===== src/rtl/right_shift_unit.sv =====
// Registered 8-bit right barrel shifter (ROR / SRL / SRA) built from 2:1 and
// 3:1 mux primitives: three log-shift layers plus a large-shift override.

module rsu_mux2 (
  input  logic in0,
  input  logic in1,
  input  logic sel,
  output logic out
);
  assign out = sel ? in1 : in0;
endmodule

module rsu_mux3 (
  input  logic       in0,
  input  logic       in1,
  input  logic       in2,
  input  logic [1:0] sel,
  output logic       out
);
  always_comb begin
    case (sel)
      2'b10:   out = in1;
      2'b11:   out = in2;
      default: out = in0;
    endcase
  end
endmodule

module right_shift_unit (
  input  logic       CLK,
  input  logic       RESET,
  input  logic       IN_VALID,
  input  logic [7:0] DATA1,
  input  logic [7:0] DATA2,
  input  logic [1:0] SETPIN,
  output logic [7:0] OUTPUT,
  output logic       OUT_VALID
);

  logic [7:0] w_s0, w_s1, w_s2, w_result;
  logic [0:0] w_fill0;
  logic [1:0] w_fill1;
  logic [3:0] w_fill2;
  logic [7:0] w_large_val;
  logic       w_large;

  logic [7:0] r_output;
  logic       r_out_valid;

  // Layer 0: shift by 1. The bit entering at the top is chosen per mode.
  for (genvar i = 0; i < 7; i++) begin : g_l0
    rsu_mux2 u_m (.in0(DATA1[i]), .in1(DATA1[i+1]), .sel(DATA2[0]), .out(w_s0[i]));
  end
  rsu_mux3 u_f0 (.in0(DATA1[0]), .in1(1'b0), .in2(DATA1[7]), .sel(SETPIN), .out(w_fill0[0]));
  rsu_mux2 u_l0_top (.in0(DATA1[7]), .in1(w_fill0[0]), .sel(DATA2[0]), .out(w_s0[7]));

  // Layer 1: shift by 2.
  for (genvar i = 0; i < 6; i++) begin : g_l1
    rsu_mux2 u_m (.in0(w_s0[i]), .in1(w_s0[i+2]), .sel(DATA2[1]), .out(w_s1[i]));
  end
  for (genvar j = 0; j < 2; j++) begin : g_l1_top
    rsu_mux3 u_f (.in0(w_s0[j]), .in1(1'b0), .in2(w_s0[7]), .sel(SETPIN), .out(w_fill1[j]));
    rsu_mux2 u_m (.in0(w_s0[6+j]), .in1(w_fill1[j]), .sel(DATA2[1]), .out(w_s1[6+j]));
  end

  // Layer 2: shift by 4.
  for (genvar i = 0; i < 4; i++) begin : g_l2
    rsu_mux2 u_m (.in0(w_s1[i]), .in1(w_s1[i+4]), .sel(DATA2[2]), .out(w_s2[i]));
  end
  for (genvar j = 0; j < 4; j++) begin : g_l2_top
    rsu_mux3 u_f (.in0(w_s1[j]), .in1(1'b0), .in2(w_s1[7]), .sel(SETPIN), .out(w_fill2[j]));
    rsu_mux2 u_m (.in0(w_s1[4+j]), .in1(w_fill2[j]), .sel(DATA2[2]), .out(w_s2[4+j]));
  end

  // Shift amounts of 8 or more: rotate keeps the mod-8 result, shifts saturate.
  assign w_large = |DATA2[7:3];
  for (genvar i = 0; i < 8; i++) begin : g_large
    rsu_mux3 u_f (.in0(w_s2[i]), .in1(1'b0), .in2(DATA1[7]), .sel(SETPIN), .out(w_large_val[i]));
    rsu_mux2 u_m (.in0(w_s2[i]), .in1(w_large_val[i]), .sel(w_large), .out(w_result[i]));
  end

  // NOTE: sequential state uses non-blocking assignments so every flop samples pre-edge values.
  always_ff @(posedge CLK or negedge RESET) begin
    if (!RESET) begin
      r_output    <= 8'h00;
      r_out_valid <= 1'b0;
    end else begin
      r_out_valid <= IN_VALID;
      if (IN_VALID) r_output <= w_result;
    end
  end

  assign OUTPUT    = r_output;
  assign OUT_VALID = r_out_valid;

endmodule


===== config.mk =====
export PLATFORM = sky130hd
export DESIGN_NAME = right_shift_unit
export DESIGN_NICKNAME = d
export VERILOG_FILES = /design/src/rtl/right_shift_unit.sv
export SDC_FILE = /design/constraint.sdc
export NUM_CORES = 1
export LEC_CHECK = 0
export BUFFER_PORTS_ARGS = -buffer_cell sky130_fd_sc_hd__buf_2
export CAP_MARGIN = 20
export CORE_MARGIN = 1.5
export CORE_UTILIZATION = 35
export CTS_CLUSTER_DIAMETER = 60
export DETAILED_ROUTE_END_ITERATION = 16
export GPL_ROUTABILITY_DRIVEN = 0
export PLACE_DENSITY = 0.62
export SKIP_CTS_REPAIR_TIMING = 1
export SYNTH_ARGS = -nofsm -noshare
export SYNTH_HDL_FRONTEND = slang
export SYNTH_SLANG_ARGS = --single-unit

===== constraint.sdc =====
create_clock -name CLK -period 1.1 [get_ports CLK]
set_input_delay 0 -clock CLK [delete_from_list [all_inputs] [get_ports CLK]]
set_output_delay 0 -clock CLK [all_outputs]
set_load 0.01 [all_outputs]

-- Word-level counts from Yosys, hierarchy flattened
Index checks and enable logic that the tools add are counted.
- register bits after elaboration: 9
- input port bits: 21
- output and inout bits: 9
- word-level logic and storage cells: 52
- equality and inequality tests: 2
- muxes and demuxes: 47
- reductions and logical operators: 1
- operator list (operator ; count):
    2-to-1 mux 1 bit ; 32
    case mux 1 bit (2 select lines) ; 15
    OR reduction 5 bit ; 1
    equality test 2 bit (second input constant) ; 2

-- Depth between registers and ports, before layout
- word-level depth: 9
- mapped depth: 5
- mapped depth without buffers: 4

-- Hierarchy
A second synthesis with hierarchy kept.
- cell total of the unflattened synthesis: 99
- area total of the unflattened synthesis: 1134.8 µm²
- modules (own cells, without submodules) (module ; times used ; cells an instance ; area an instance (µm²) ; seq. area each (µm²)):
    rsu_mux2 ; 32 ; 1 ; 15.0 ; 0.0
    right_shift_unit ; 1 ; 22 ; 372.9 ; 225.2
    rsu_mux3 ; 15 ; 3 ; 18.8 ; 0.0

-- Worst setup path after synthesis
No wires, ideal clock.
- path type: input -> register
- from: input port DATA2[3]
- to: register r_output[3], in the netlist OUTPUT[3]
- library setup time: 0.131 ns
- arrival time: 1.069 ns
- data required time: 0.969 ns
- slack: -0.100 ns
- stages on the path: 4
- buffers on the path: 0
- cell sequence: or4_4 > o21a_4 > o311ai_1 > a21oi_1
- cells in the longest elaborated chain, start to end: 2
- ends and longest elaborated chain (item ; line ; text):
    start, declared ; 34 ; input logic [7:0] DATA2,
    OR reduction 5 bit ; 76 ; assign w_large = |DATA2[7:3];
    2-to-1 mux 1 bit ; 10 ; assign out = sel ? in1 : in0;
    end signal, assigned ; 89 ; if (IN_VALID) r_output <= w_result;
    end, declared ; 47 ; logic [7:0] r_output;
No other way between the ends.
A chain may end at the register's enable or synchronous reset.

-- Worst setup path in the final report
- from: input port DATA2[3]
- to: register r_output[1], in the netlist OUTPUT[1]
Same word-level chain as after synthesis.

==> results_dict.tcl <==
set metrics [dict create \
    status "finished, violations left" \
    violations "negative hold slack" \
    reg2reg_from "OUTPUT[3]" \
    crit_start "DATA2[3]" \
    cp_max_fo 4 \
    drive_gt1_share_pct 48.33 \
    final.fill_count 201 \
    place_hpwl_um 1600 \
    clkTransAtPathRegs_ps 50 \
    fin_crit_ps 1090 \
    layout.nets 142 \
    fp.dieW_um 49.89 \
    setup_viol 0 \
    start_util_pct 38.06 \
    cts_max_level 1 \
    crit_path_max_incr_delay_ps 550 \
    grt_pass1_wl_um 3146 \
    synth_xor_area_share_pct 0 \
    grt.total_usage_pct 16.59 \
    relSlewSlack_pct 80.92 \
    use_met2_pct 29.56 \
    synth_area_leaders "dfrtp_1 (29%), mux4_2 (15%), a22oi_1 (5.9%)" \
    min_to "OUT_VALID" \
    grt_pass1_vias 757 \
    rrSetupSlack_ps 140 \
    pin_count 30 \
    critPathBufInv 1 \
    ys.flop_type "dfrtp_1" \
    worstHoldPathCells 1 \
    synthTopCellsByCount "dfrtp_1 (9), o21ai_0 (8), a22oi_1 (6), nand2_1 (6), nor2b_1 (6)" \
    yosysWarningCount 0 \
    cts_tree "done" \
    syn-mean-instance-area_sq_um 9.740 \
    synth-edff-count 0 \
    synth_mux_area_share_pct 21.46 \
    whs_ps -29.65 \
    dp.cells 142 \
    clk_latency_ps 260 \
    yosysSeqAreaShare_pct 29.27 \
    antenna_left 0 \
    synth-seq-cells 9 \
    wl_um 1945 \
    cp_data_arrival_time_ps 1240 \
    post-route-period-util_pct 99.09 \
    ir_drop_uv 948.2 \
    synth_compound_area_share_pct 28.46 \
    maxCapViolations 0 \
    dieHeight_um 49.89 \
    fin_cells 147 \
    hold_violations 1 \
    dieArea_sq_um 2489 \
    drc_errors 0 \
    powerDensity_nw_per_um2 971.7 \
    antenna_found_initial 0 \
    end_kind "register" \
    hp-start "IN_VALID" \
    vias 815 \
    netlist_area_sq_um 769.5 \
    tightestPinTransition_ps 285.9 \
    yosysTopAreaCell "dfrtp_1" \
    p_leak_nw 0.4793 \
    postPlaceCellArea_sq_um 1017 \
    core_sq_um 2022 \
    yosysUniqueCellTypes 34 \
    cts_buffers 3 \
    worstRegToRegCells 3 \
    fmax_mhz 917.4 \
    reg2reg_to "OUTPUT[3]" \
    synth-adder-area-share_pct 0 \
    grt.busiest_layer "met2" \
    drtPass1Iterations 4 \
    async_flop_share_pct 100.0 \
    cp-start-kind "input port" \
    worstSetupPathType "input port to register" \
    hp-class "input port to register" \
    rsz0062_at_grt "yes" \
    diodes 0 \
    num_rows 16 \
    fin_area_sq_um 1062 \
    syn_nets 100 \
    grt.met3_usage_pct 4.848 \
    synth-simple-area-share_pct 17.24 \
    cts_root_buf "clkbuf_4" \
    routedWlPerCell_um 13.23 \
    skew_ps 0 \
    io_buffers 29 \
    clock_path_buffers 2 \
    synth_top_family_by_area "compound AO/OA/AOI/OAI gates" \
    cp_slowest_cell "or4_4" \
    worstPathRequired_ps 1250 \
    via_per_inst 5.544 \
    cts_sinks 9 \
    maxSlewViolCount 0 \
    cp_top_family "compound AO/OA/AOI/OAI gates" \
    yosysMostFrequentCell "dfrtp_1" \
    syn2layout_area_growth_pct 38.05 \
    gr-total-overflow 0 \
    crit_chain "buf_6 -> or4_4 -> o2111ai_2 -> o21ai_1 -> a221oi_1" \
    grt_use_met1_pct 20.42 \
    yosysTopAreaCellShare_pct 29.27 \
    grt_max_degree 12 \
    syn_inst 79 \
    drtIter0Drc 15 \
]
-- report_power, final --
| part | switching, mW | internal (mW) |
|---|---|---|
| sequential | 0.0218 | 0.375 |
| combinational | 0.190 | 0.198 |
| clock | 0.108 | 0.139 |
| total | 0.320 | 0.712 |
-- worst reg2reg max path, delay by kind of cell (launching register included) --
family	cells	cell delay, ps
compound gates	2	160
simple gates	1	280
flops	1	390
-- state kept, by name, summed over array words and instances, names as in the netlist --
signal / flops
OUT_VALID: 1
OUTPUT: 8
-- routing by layer --
metal	vias up	part of all wire (%)	wire length, um
li1	395	-	-
met1	393	45	873
met2	27	50	963
met3	0	5.5	107
met4	0	0	0
met5	-	0	0
-- layout make-up --
| cell class | instances | area (sq um) | area share [%] |
|---|---|---|---|
| multi-input combinational | 64 | 519.2 | 48.88 |
| timing repair buffer | 42 | 254.0 | 23.91 |
| sequential | 9 | 225.2 | 21.20 |
| tap | 27 | 33.78 | 3.180 |
| clock buffer | 4 | 26.28 | 2.473 |
| inverter | 1 | 3.754 | 0.3534 |
-- cells by family (layout without fill, tap and decap cells) --
group           count (synthesis)  count (layout)
flops                           9               9
compound gates                 31              31
simple gates                   23              23
mux                            10              10
buf+inv                         6              47
-- cell usage in the layout, fill, tap and decap left out, types with 2 or more instances in the layout --
cell type	netlist	layout
a21oi_1	4	4
a22oi_1	6	6
buf_2	1	27
buf_4	1	13
clkbuf_4	0	3
dfrtp_1	9	9
mux2_2	2	2
mux2i_1	3	3
mux4_2	5	5
nand2_1	6	6
nor2_1	4	3
nor2b_1	6	6
o211ai_1	2	2
o21ai_0	8	8
-- how the worst max path moves through the flow --
stage                endpoint  slack (ps)  cells past startpoint
finish              OUTPUT[1]          10                      5
floorplan           OUTPUT[3]         -70                      4
global placement    OUTPUT[1]        -300                      5
CTS                 OUTPUT[1]           5                      5
global route        OUTPUT[6]         -40                      5
detailed placement  OUTPUT[1]        -290                      5
-- through the flow --
step                total power, mW  worst slack, ps  setup TNS [ps]  util, %
floorplan                    0.6151           -69.50          -251.2        -
global placement             0.7795           -304.7           -1687    50.31
detailed placement           0.7861           -286.2           -1778    50.31
global route                  1.113           -42.88          -70.44    52.54
CTS                           1.039            5.130               0    51.61
finish                        1.032            9.972               0    52.54
Power figures use the tool's default switching activity.
